File: src/rtl/serial_alu_ctl_pkg.sv
// Shared types for the bit-serial ALU controller: FSM state encoding, logic-unit selects and
// the bit-counter width helper.
package serial_alu_ctl_pkg;

  typedef enum logic [1:0] {
    StIdle = 2'd0,
    StRun  = 2'd1,
    StFin  = 2'd2
  } state_e;

  // Logic-unit function chosen by s when the cell is in logic mode (l = 0).
  typedef enum logic [1:0] {
    LuAnd  = 2'd0,
    LuOr   = 2'd1,
    LuXor  = 2'd2,
    LuXnor = 2'd3
  } lu_sel_e;

  // CNT_W = $clog2(N); kept at least 1 so a counter can always be declared.
  function automatic int unsigned cnt_width(input int unsigned n);
    return (n < 2) ? 1 : $clog2(n);
  endfunction

endpackage

File: src/rtl/serial_alu_ctl_cell.sv
// 1-bit ALU cell: logic unit, full adder and output mux. Purely combinational.
module serial_alu_ctl_cell
  import serial_alu_ctl_pkg::*;
(
  input  logic       a_i,
  input  logic       b_i,
  input  logic       c_i,
  input  logic       l_i,
  input  logic [1:0] s_i,
  output logic       y_o,
  output logic       c_o
);

  logic lu_y;
  logic sum;

  always_comb begin
    lu_y = 1'b0;
    unique case (lu_sel_e'(s_i))
      LuAnd:  lu_y = a_i & b_i;
      LuOr:   lu_y = a_i | b_i;
      LuXor:  lu_y = a_i ^ b_i;
      LuXnor: lu_y = ~(a_i ^ b_i);
      default: lu_y = 1'b0;
    endcase
  end

  always_comb begin
    sum = a_i ^ b_i ^ c_i;
    c_o = (a_i & b_i) | (c_i & (a_i ^ b_i));
    y_o = l_i ? sum : lu_y;
  end

endmodule

File: src/rtl/serial_alu_ctl.sv
// Bit-serial N-bit ALU controller: latches operands, feeds the 1-bit cell LSB first, collects
// the result and reports it with a one-cycle done pulse.
module serial_alu_ctl
  import serial_alu_ctl_pkg::*;
#(
  parameter int unsigned N = 8
) (
  input  logic         clk,
  input  logic         rst_n,
  input  logic         start,
  input  logic [N-1:0] a,
  input  logic [N-1:0] b,
  input  logic         l,
  input  logic [1:0]   s,
  input  logic         c_in,
  output logic         busy,
  output logic         done,
  output logic [N-1:0] result,
  output logic         c_out,
  output logic         zero
);

  localparam int unsigned CntW = cnt_width(N);
  localparam logic [CntW-1:0] LastCnt = CntW'(N - 1);

  state_e state_q, state_d;

  logic [N-1:0]    a_sr_q, a_sr_d;
  logic [N-1:0]    b_sr_q, b_sr_d;
  logic [N-1:0]    res_sr_q, res_sr_d;
  logic            l_q, l_d;
  logic [1:0]      s_q, s_d;
  logic            carry_q, carry_d;
  logic [CntW-1:0] cnt_q, cnt_d;
  logic [N-1:0]    result_q, result_d;
  logic            c_out_q, c_out_d;
  logic            zero_q, zero_d;
  logic            done_q, done_d;

  logic cell_y;
  logic cell_c;

  serial_alu_ctl_cell u_cell (
    .a_i (a_sr_q[0]),
    .b_i (b_sr_q[0]),
    .c_i (carry_q),
    .l_i (l_q),
    .s_i (s_q),
    .y_o (cell_y),
    .c_o (cell_c)
  );

  // State register.
  always_ff @(posedge clk or negedge rst_n) begin
    if (!rst_n) begin
      state_q <= StIdle;
    end else begin
      state_q <= state_d;
    end
  end

  // Next-state logic.
  always_comb begin
    state_d = state_q;
    unique case (state_q)
      StIdle: if (start) state_d = StRun;
      StRun:  if (cnt_q == LastCnt) state_d = StFin;
      StFin:  state_d = StIdle;
      default: state_d = StIdle;
    endcase
  end

  // FSM outputs.
  always_comb begin
    busy = (state_q != StIdle);
  end

  // Datapath next state.
  always_comb begin
    a_sr_d   = a_sr_q;
    b_sr_d   = b_sr_q;
    res_sr_d = res_sr_q;
    l_d      = l_q;
    s_d      = s_q;
    carry_d  = carry_q;
    cnt_d    = cnt_q;
    result_d = result_q;
    c_out_d  = c_out_q;
    zero_d   = zero_q;
    done_d   = 1'b0;
    unique case (state_q)
      StIdle: begin
        if (start) begin
          a_sr_d  = a;
          b_sr_d  = b;
          l_d     = l;
          s_d     = s;
          carry_d = l & c_in;
          cnt_d   = '0;
        end
      end
      StRun: begin
        res_sr_d = {cell_y, res_sr_q[N-1:1]};
        a_sr_d   = a_sr_q >> 1;
        b_sr_d   = b_sr_q >> 1;
        // Logic ops never propagate a carry.
        carry_d  = l_q & cell_c;
        cnt_d    = cnt_q + 1'b1;
      end
      StFin: begin
        result_d = res_sr_q;
        c_out_d  = carry_q;
        zero_d   = (res_sr_q == '0);
        done_d   = 1'b1;
      end
      default: ;
    endcase
  end

  always_ff @(posedge clk or negedge rst_n) begin
    if (!rst_n) begin
      a_sr_q   <= '0;
      b_sr_q   <= '0;
      res_sr_q <= '0;
      l_q      <= 1'b0;
      s_q      <= 2'b00;
      carry_q  <= 1'b0;
      cnt_q    <= '0;
      result_q <= '0;
      c_out_q  <= 1'b0;
      zero_q   <= 1'b1;
      done_q   <= 1'b0;
    end else begin
      a_sr_q   <= a_sr_d;
      b_sr_q   <= b_sr_d;
      res_sr_q <= res_sr_d;
      l_q      <= l_d;
      s_q      <= s_d;
      carry_q  <= carry_d;
      cnt_q    <= cnt_d;
      result_q <= result_d;
      c_out_q  <= c_out_d;
      zero_q   <= zero_d;
      done_q   <= done_d;
    end
  end

  assign done   = done_q;
  assign result = result_q;
  assign c_out  = c_out_q;
  assign zero   = zero_q;

endmodule

File: config.mk
export PLATFORM = sky130hd
export DESIGN_NAME = serial_alu_ctl
export DESIGN_NICKNAME = d
export VERILOG_FILES = /design/src/rtl/serial_alu_ctl_pkg.sv /design/src/rtl/serial_alu_ctl_cell.sv /design/src/rtl/serial_alu_ctl.sv
export SDC_FILE = /design/constraint.sdc
export NUM_CORES = 1
export LEC_CHECK = 0
export BUFFER_PORTS_ARGS = -buffer_cell sky130_fd_sc_hd__clkbuf_2
export CAP_MARGIN = 15
export CORE_MARGIN = 1.5
export CORE_UTILIZATION = 49
export DETAILED_ROUTE_END_ITERATION = 8
export GPL_TIMING_DRIVEN = 0
export PLACE_DENSITY_LB_ADDON = 0.05
export SLEW_MARGIN = 20
export SYNTH_ARGS = -nofsm -noshare
export SYNTH_HDL_FRONTEND = slang
export SYNTH_HIERARCHICAL = 1
export SYNTH_SLANG_ARGS = --single-unit
File: constraint.sdc
create_clock -name clk -period 1.4 [get_ports clk]
set_input_delay 0.14 -clock clk [delete_from_list [all_inputs] [get_ports clk]]
set_output_delay 0.14 -clock clk [all_outputs]
set_load 0.1 [all_outputs]
==> results of run 1 <==
sequential cells by signal, summed over array words and instances, names as in the netlist:
register,count
a_sr_q,8
b_sr_q,8
res_sr_q,8
result,8
cnt_q,3
s_q,2
state_q,2
c_out,1
carry_q,1
done,1
l_q,1
zero,1
final cells by class:
class,instances,area share (%)
Clock buffer,5,2.834
Timing Repair Buffer,38,9.325
Buffer,12,3.812
Tap cell,48,2.473
Inverter,3,0.4637
Clock inverter,3,0.7728
Multi-Input combinational cell,141,34.88
Sequential cell,44,45.44
cells by family (layout without fill, tap and decap cells):
family                   after synthesis  after routing  share of synthesized area [%]
AO/OA/AOI/OAI                          6              6                          1.650
XOR/XNOR                               1              1                         0.4442
adder cells (fa/ha/maj)                5              5                          3.553
buffers and inverters                 15             61                          4.124
flip-flops                            44             44                          55.90
multiplexers                           9              9                          5.140
AND/OR/NAND/NOR                      120            120                          29.19
power by group through the flow:
stage | Combinational, mW | Sequential, mW | Clock, mW
2_1_floorplan | 1.42 | 2.95 | 0
3_3_place_gp | 2.63 | 2.21 | 0
3_5_place_dp | 2.73 | 2.25 | 0
4_1_cts | 2.92 | 2.22 | 0.805
5_1_grt | 3.35 | 2.31 | 0.860
6_report | 3.06 | 2.23 | 0.786
metrics by stage:
step                instance area [um2]  std cells
global route                       2429        294
global placement                   2202        282
finish                             2429        294
CTS                                2355        292
detailed placement                 2202        282
floorplan                          1972        200
worst max-delay path, cell delays in order (launching register included):
cell     delay, ns
dfrtp_1       0.43
inv_1         0.10
ha_4          0.24
xnor2_1       0.13
a21o_1        0.20
o21ai_2       0.11
nand2_1       0.06
nand2_1       0.06
layout by cell type (no fill, tap or decap), types with 2 or more instances in the layout:
master    count
nor4_1        2
nand3_1      19
clkbuf_8      5
buf_2         6
nand3_2      18
clkinv_2      2
buf_4         3
mux2_2        9
inv_1         3
dfrtp_1      42
ha_1          3
buf_6         3
clkbuf_4      3
nand2_1      73
clkbuf_2     33
o21ai_0       2
nand2b_1      2
worst max-delay path by stage:
stage / slack, ns / endpoint / from
floorplan: 0.1 / a_sr_q[1] / state_q[1]
global placement: -0.01 / res_sr_q[7] / a_sr_q[0]
detailed placement: -0.03 / res_sr_q[7] / a_sr_q[0]
CTS: 0.006 / cnt_q[0] / state_q[1]
global route: -0.04 / res_sr_q[7] / b_sr_q[0]
finish: 0.02 / res_sr_q[7] / b_sr_q[0]
per-layer routing:
metal | up-vias | routed length (um) | track usage, %
met1 | 734 | 1867 | 28.18
met4 | 0 | 31 | 6.888
li1 | 743 | - | -
met5 | - | 0 | 0
met3 | 5 | 190 | 6.303
met2 | 37 | 1932 | 31.75
what timing repair did:
item,in CTS,in global routing
gates resized for setup,12,14
hold endpoints to repair,0,0
endpoints found under the setup margin,4,24
setup buffers,2,2
pin swaps,1,3
==> flow_metrics.env, run 1 <==
export IMPL_postSynthCellCount=200
export IMPL_p_sw_mw=2.893
export IMPL_die_area_um2=4414
export IMPL_critPathMaxFanout=4
export IMPL_synth_area_top_cells="dfrtp_1 55%, nand2_1 14%, nand3_1 6.9%"
export IMPL_path_class="register to register"
export IMPL_timing_fmax_mhz=725.5
export IMPL_holdBufCountCts=0
export IMPL_tightest_slew_ns=0.9685
export IMPL_synth_largest_area_cell="dfrtp_1"
export IMPL_rows=22
export IMPL_multiInputGateArea_um2=847.1
export IMPL_yosysTopAreaCellShare_pct=54.57
export IMPL_end_kind="register"
export IMPL_nNetsFinal=273
export IMPL_cts_tree="yes"
export IMPL_p_leak_nw=1.293
export IMPL_synth_most_common_cell="nand2_1"
export IMPL_antenna_found_initial=0
export IMPL_cts_max_path_buffers=2
export IMPL_whs_ns=-0.001528
export IMPL_regArea_um2=1104
export IMPL_arrival_ns=1.62
export IMPL_p_per_area_nw_per_um2=2498
export IMPL_p_clk_share_pct=13.0
export IMPL_wl_per_cell_um=13.68
export IMPL_swShare_pct=47.68
export IMPL_r2r_start="b_sr_q[0]"
export IMPL_fin_util_pct=64.40
export IMPL_p_seq_share_pct=36.7
export IMPL_timing_final_crit_share_pct=98.45
export IMPL_required_ns=1.64
export IMPL_die_width_um=66.44
export IMPL_rsz0062_at_grt="true"
export IMPL_ant_nets=0
export IMPL_intPower_mw=3.175
export IMPL_clock_sinks=44
export IMPL_synth_yosys_warnings=6
export IMPL_gp_congestion=0.7666
export IMPL_grt_max_degree=45
export IMPL_worstRegToRegCells=7
export IMPL_drt_wl_total_um=4022
export IMPL_drt_pass1_iter_count=4
export IMPL_total_power_mw=6.067
export IMPL_area_delta_synth_final_pct=23.16
export IMPL_initial_core_util_pct=52.29
export IMPL_synth_edf_count=0
export IMPL_fillers=314
export IMPL_die_y_um=66.44
export IMPL_ys_ff_latch=44
export IMPL_cts_buffers=5
export IMPL_num_io_pins=35
export IMPL_ir_worst_vdd_mv=1.221
export IMPL_synth_common_cells="73 x nand2_1, 43 x dfrtp_1, 27 x nand3_1"
export IMPL_layout_drive_gt1_share_pct=36.59
export IMPL_gr_total_overflow=0
export IMPL_setup_viol=0
export IMPL_startpoint_type="register"
export IMPL_maxCapViolCount=0
export IMPL_syn_num_nets=228
export IMPL_grt_pass1_wl_um=6748
export IMPL_antenna_cells=0
export IMPL_slew_viol_final=0
export IMPL_skew_ns=0.004270
export IMPL_vias_per_cell=5.167
export IMPL_hold_violations=5
export IMPL_power_frac_comb_pct=50.4
export IMPL_vias=1519
export IMPL_grt_usage_pct=20.75
export IMPL_synth_cell_types=25
export IMPL_dp_hpwl_um=2769
export IMPL_ys_seq_area_share_pct=55.90
export IMPL_core_area_um2=3771
export IMPL_timing_rr_end="res_sr_q[7]"
export IMPL_netlist_area_um2=1972
export IMPL_drtIter0Drc=109
export IMPL_async_flop_share_pct=100.0
export IMPL_first_global_vias=1442
export IMPL_cts_max_level=2
export IMPL_slew_headroom_pct=35.43
export IMPL_port_buffers=34
export IMPL_fin_setup_tns_ns=0
export IMPL_period_minus_slack_ns=1.378
export IMPL_status="complete, but fails checks"
export IMPL_clk_pin_slew_ns=0.08
export IMPL_synthFlopType="dfrtp_1"
export IMPL_syn_area_per_cell_um2=9.859
export IMPL_setup_slack_ns=0.02168
export IMPL_cts_root_buf="clkbuf_8"
export IMPL_route_detailed_drc=0
export IMPL_clk_latency_ns=0.30
export IMPL_reg2reg_setup_slack_ns=0.02
export IMPL_min_path_type="primary input to asynchronous set/reset pin"
export IMPL_violations="hold timing"
export IMPL_pre_cts_slack_ns=-0.03178
(Power assumes the default switching activity.)
==> run 2, diff against run 1 <==
--- a/config.mk
+++ b/config.mk
@@ -5,10 +5,10 @@
 export SDC_FILE = /design/constraint.sdc
 export NUM_CORES = 1
 export LEC_CHECK = 0
-export BUFFER_PORTS_ARGS = -buffer_cell sky130_fd_sc_hd__clkbuf_2
+export BUFFER_PORTS_ARGS = -buffer_cell sky130_fd_sc_hd__buf_2
 export CAP_MARGIN = 15
 export CORE_MARGIN = 1.5
-export CORE_UTILIZATION = 49
+export CORE_UTILIZATION = 40
 export DETAILED_ROUTE_END_ITERATION = 8
 export GPL_TIMING_DRIVEN = 0
 export PLACE_DENSITY_LB_ADDON = 0.05
==> constraint.sdc (replaced) <==
create_clock -name clk -period 1.4 [get_ports clk]
set_input_delay 0.14 -clock clk [delete_from_list [all_inputs] [get_ports clk]]
set_output_delay 0.14 -clock clk [all_outputs]
set_load 0.005 [all_outputs]
==> run 2 against run 1 <==
Net effect: the flow now finishes without violations; non-clock buffer count up 1; clock power down 1%; sequential share of layout area down 0.74 points; first-iteration DRC count down 46%; fmax up 1.3%; design area up 1.6%; total power down 17%; clock skew up 0.00098 ns; sequential power about the same; global-route usage down 4.8 points; critical endpoint is now a_sr_q[3].
==> flow_metrics.env, run 2 (synthesis results as in run 1) <==
export IMPL_dp_hpwl_um=2555
export IMPL_vias_per_cell=4.717
export IMPL_ir_worst_vdd_mv=0.7420
export IMPL_p_seq_share_pct=44.0
export IMPL_core_area_um2=4723
export IMPL_rsz0062_at_grt="true"
export IMPL_cts_root_buf="clkbuf_8"
export IMPL_rows=25
export IMPL_total_power_mw=5.023
export IMPL_wl_per_cell_um=12.21
export IMPL_cp_slowest_cell="dfrtp_1"
export IMPL_met2_length_um=1703
export IMPL_path_cells="or3b_1 -> buf_6 -> buf_12 -> nand3_2 -> nand3_2"
export IMPL_crit_top_cell="nand3_2"
export IMPL_grt_usage_pct=15.98
export IMPL_power_frac_comb_pct=40.5
export IMPL_path_class="register to register"
export IMPL_end_kind="register"
export IMPL_p_clk_share_pct=15.4
export IMPL_clock_sinks=44
export IMPL_vias=1481
export IMPL_skew_ns=0.005249
export IMPL_p_sw_mw=1.920
export IMPL_cts_max_level=2
export IMPL_intPower_mw=3.103
export IMPL_initial_core_util_pct=41.75
export IMPL_required_ns=1.58
export IMPL_area_delta_synth_final_pct=25.19
export IMPL_ant_nets=0
export IMPL_die_y_um=73.21
export IMPL_drtIter0Drc=59
export IMPL_port_buffers=34
export IMPL_route_detailed_drc=0
export IMPL_timing_fmax_mhz=734.7
export IMPL_cts_buffers=5
export IMPL_layout_commonest_cell="nand2_1"
export IMPL_min_path_type="primary input to register"
export IMPL_antenna_cells=0
export IMPL_grt_pass1_wl_um=6472
export IMPL_highest_layer="met4"
export IMPL_drt_wl_total_um=3834
export IMPL_clk_pin_slew_ns=0.08
export IMPL_die_width_um=73.21
export IMPL_first_global_vias=1365
export IMPL_crit_buf_inv=2
export IMPL_grt_max_degree=45
export IMPL_hold_violations=0
export IMPL_cp_top_family="simple AND/OR/NAND/NOR gates"
export IMPL_p_leak_nw=1.303
export IMPL_critPathMaxFanout=10
export IMPL_min_path_cells=3
export IMPL_antenna_found_initial=0
export IMPL_drt_pass1_iter_count=4
export IMPL_wl_met3_um=162
export IMPL_drt_met1_wl_um=1908
export IMPL_whs_ns=0.03215
export IMPL_tightest_slew_ns=0.5606
export IMPL_worstRegToRegCells=5
export IMPL_slew_viol_final=0
export IMPL_p_per_area_nw_per_um2=2035
export IMPL_cp_depth=5
export IMPL_die_area_um2=5360
export IMPL_period_minus_slack_ns=1.361
export IMPL_cts_max_path_buffers=2
export IMPL_status="finished, final reports clean"
export IMPL_cpPeakStageDelay_ns=0.42
export IMPL_slew_headroom_pct=62.62
export IMPL_maxCapViolCount=0
export IMPL_mostFrequentLayoutCells="73 x nand2_1, 42 x dfrtp_1, 39 x buf_2, 26 x nand3_2, 11 x nand3_1"
export IMPL_arrival_ns=1.54
export IMPL_gp_congestion=0.7463
export IMPL_layout_drive_gt1_share_pct=38.87
export IMPL_clk_latency_ns=0.29
export IMPL_gr_total_overflow=0
export IMPL_setup_viol=0
export IMPL_swShare_pct=38.23
export IMPL_timing_final_crit_share_pct=97.22
export IMPL_startpoint_type="register"
export IMPL_cts_tree="yes"
export IMPL_num_io_pins=35
export IMPL_nNetsFinal=274
-- run 2: repair_timing --
action | 4_1_cts | 5_1_grt
hold endpoints to repair | 0 | 43
endpoints found under the setup margin | 4 | 23
buffers inserted | 2 | 2
pin swaps | 0 | 8
resized for setup | 5 | 22
hold buffers | 0 | 1
-- run 2: metrics by stage --
stage               instances  setup TNS, ns  cell area [um2]  utilization, %  setup slack [ns]
floorplan                 200              0             1972               -           0.09950
global placement          301       -0.01899             2226           47.13          -0.01899
detailed placement        301       -0.03007             2226           47.13          -0.03007
CTS                       311              0             2338           49.51          0.002524
global route              314        -0.1370             2469           52.26          -0.02961
finish                    314              0             2469           52.26           0.03889
-- run 2: power by group through the flow --
stage | clock, mW | sequential, mW | combinational [mW]
2_1_floorplan | 0 | 2.16 | 1.31
3_3_place_gp | 0 | 2.23 | 1.77
3_5_place_dp | 0 | 2.24 | 1.79
4_1_cts | 0.814 | 2.20 | 1.87
5_1_grt | 0.864 | 2.28 | 2.36
6_report | 0.776 | 2.21 | 2.04
-- run 2: final cells by class --
cell class,instances,area [um2]
well taps,67,83.83
fillers,454,2255
repair buffers,39,216.5
clock inverters,2,12.51
flip-flops and latches,44,1104
multi-input cells,141,875.8
clock buffers,6,72.57
plain buffers,12,92.59
inverters,3,11.26
-- run 2: routing by layer --
metal,GRT usage (%),vias to the layer above
li1,-,745
met1,22.86,703
met2,23.03,27
met3,4.558,6
met4,5.660,0
met5,0,-
-- run 2: worst paths after layout --
kind / startpoint / end / slack [ns]
max in group asynchronous: rst_n / a_sr_q[0] / 0.62
worst max-delay path: state_q[0] / a_sr_q[3] / 0.04
worst min-delay path: s[0] / s_q[0] / 0.03
worst min register to register: zero / zero / 0.48
worst max register to register: state_q[0] / a_sr_q[3] / 0.04
min in group asynchronous: rst_n / l_q / 0.37
-- run 2: worst min-delay path, cell delays in order --
cell and delay, ns:
buf_2 0.07, nand2_1 0.04, nand2_1 0.04
==> run 3, diff against run 2 <==
--- a/config.mk
+++ b/config.mk
@@ -5,6 +5,7 @@
 export SDC_FILE = /design/constraint.sdc
 export NUM_CORES = 1
 export LEC_CHECK = 0
+export ABC_AREA = 0
 export BUFFER_PORTS_ARGS = -buffer_cell sky130_fd_sc_hd__buf_2
 export CAP_MARGIN = 15
 export CORE_MARGIN = 1.5
==> constraint.sdc (replaced) <==
create_clock -name clk -period 1.5 [get_ports clk]
set_input_delay 0.15 -clock clk [delete_from_list [all_inputs] [get_ports clk]]
set_output_delay 0.15 -clock clk [all_outputs]
set_load 0.005 [all_outputs]
==> run 3 against run 2 <==
Net effect: sequential share of layout area is 2.7 points higher; largest cell class unchanged; hold slack improved by 0.0092 ns; critical path type unchanged; worst setup slack better by 0.055 ns; first-iteration DRC count increased by 10%; design area shrank 5.6%.
==> flow_metrics.env, run 3 (synthesis results as in run 1) <==
export IMPL_antenna_cells=0
export IMPL_timing_final_crit_share_pct=93.74
export IMPL_arrival_ns=1.58
export IMPL_port_buffers=34
export IMPL_clock_sinks=44
export IMPL_grt_max_degree=45
export IMPL_fin_util_pct=49.32
export IMPL_drt_wl_total_um=3749
export IMPL_status="finished, final reports clean"
export IMPL_critPathMaxFanout=10
export IMPL_gr_total_overflow=0
export IMPL_die_y_um=73.21
export IMPL_vias=1441
export IMPL_layout_commonest_cell="nand2_1"
export IMPL_worstRegToRegCells=5
export IMPL_skew_ns=0.004505
export IMPL_p_leak_nw=1.210
export IMPL_cts_buffers=5
export IMPL_gr_usage_met2_pct=22.42
export IMPL_end_kind="register"
export IMPL_min_path_cells=3
export IMPL_slew_headroom_pct=62.55
export IMPL_drtIter0Drc=65
export IMPL_clk_latency_ns=0.29
export IMPL_mostFrequentLayoutCells="73 x nand2_1, 42 x dfrtp_1, 41 x buf_2, 27 x nand3_1, 10 x nand3_2"
export IMPL_post_cts_buffers=0
export IMPL_rows=25
export IMPL_fillers=476
export IMPL_hold_violations=0
export IMPL_cts_tree="yes"
export IMPL_period_minus_slack_ns=1.406
export IMPL_die_area_um2=5360
export IMPL_area_delta_synth_final_pct=18.15
export IMPL_cts_max_level=2
export IMPL_path_cells="or3b_1 -> buf_2 -> buf_6 -> nand3_2 -> nand3_1"
export IMPL_met1_usage_pct=23.65
export IMPL_total_power_mw=4.448
export IMPL_maxCapViolCount=0
export IMPL_clk_pin_slew_ns=0.08
export IMPL_wl_per_cell_um=12.09
export IMPL_p_per_area_nw_per_um2=1909
export IMPL_layout_drive_gt1_share_pct=30.86
export IMPL_grt_usage_pct=16.07
export IMPL_core_area_um2=4723
export IMPL_finalNonFillerCells=310
export IMPL_dp_cells=301
export IMPL_busiest_layer="met1"
export IMPL_initial_core_util_pct=41.75
export IMPL_setup_viol=0
export IMPL_ant_nets=0
export IMPL_antenna_found_initial=0
export IMPL_tightest_slew_ns=0.5617
export IMPL_slew_viol_final=0
export IMPL_drt_pass1_iter_count=4
export IMPL_route_detailed_drc=0
export IMPL_required_ns=1.68
export IMPL_min_path_type="primary input to register"
export IMPL_grt_pass1_wl_um=6486
export IMPL_timing_fmax_mhz=711.2
export IMPL_nNetsFinal=270
export IMPL_num_io_pins=35
export IMPL_ir_worst_vdd_mv=0.6911
export IMPL_dp_hpwl_um=2555
export IMPL_rsz0062_at_grt="false"
export IMPL_startpoint_type="register"
export IMPL_cts_root_buf="clkbuf_8"
export IMPL_gp_congestion=0.7463
export IMPL_vias_per_cell=4.648
export IMPL_cp_slowest_cell="dfrtp_1"
export IMPL_cpPeakStageDelay_ns=0.43
export IMPL_reg2reg_setup_slack_ns=0.09
export IMPL_cts_max_path_buffers=2
export IMPL_path_class="register to register"
export IMPL_first_global_vias=1348
export IMPL_whs_ns=0.04131
export IMPL_die_width_um=73.21
export IMPL_fin_setup_tns_ns=0
export IMPL_grtUsageMet3_pct=4.558
## run 3: what timing repair did
action	4_1_cts	5_1_grt
endpoints found under the hold margin	0	43
gates resized for setup	0	4
setup endpoints to repair	0	11
hold buffers	0	1
## run 3: final cells by class
cell class,count,area (um2),area share [%]
Tap cell,67,83.83,3.598
Multi-Input combinational cell,141,792.0,34.00
Sequential cell,44,1104,47.37
Buffer,12,71.32,3.061
Timing Repair Buffer,35,182.7,7.841
Clock inverter,2,12.51,0.5371
Inverter,3,11.26,0.4834
Clock buffer,6,72.57,3.115
## run 3: final timing paths
path | start | endpoint
max | state_q[1] | a_sr_q[2]
max in group asynchronous | rst_n | a_sr_q[0]
min in group asynchronous | rst_n | b_sr_q[1]
min reg2reg | zero | zero
max reg2reg | state_q[1] | a_sr_q[2]
min | s[0] | s_q[0]
## run 3: metal layers
layer  vias up  share of wire [%]
li1        737                  -
met5         -                  0
met1       671                 51
met3         6                4.5
met4         0                1.6
met2        27                 43
## run 3: stage by stage
step / worst slack (ns) / area, um2
after global placement: 0.08101 / 2226
after CTS: 0.04226 / 2311
final: 0.09383 / 2330
after floorplan: 0.1995 / 1972
after global routing: 0.008351 / 2330
after detailed placement: 0.06993 / 2226
## run 3: power breakdown
group          internal, mW  switching [mW]
clock                 0.326           0.400
combinational         0.733           0.929
sequential             1.70           0.363
## run 3: critical path: cells and delay by family (launching register included)
family | cells | cell delay, ns
simple gates | 3 | 0.52
buf+inv | 2 | 0.33
flops | 1 | 0.43
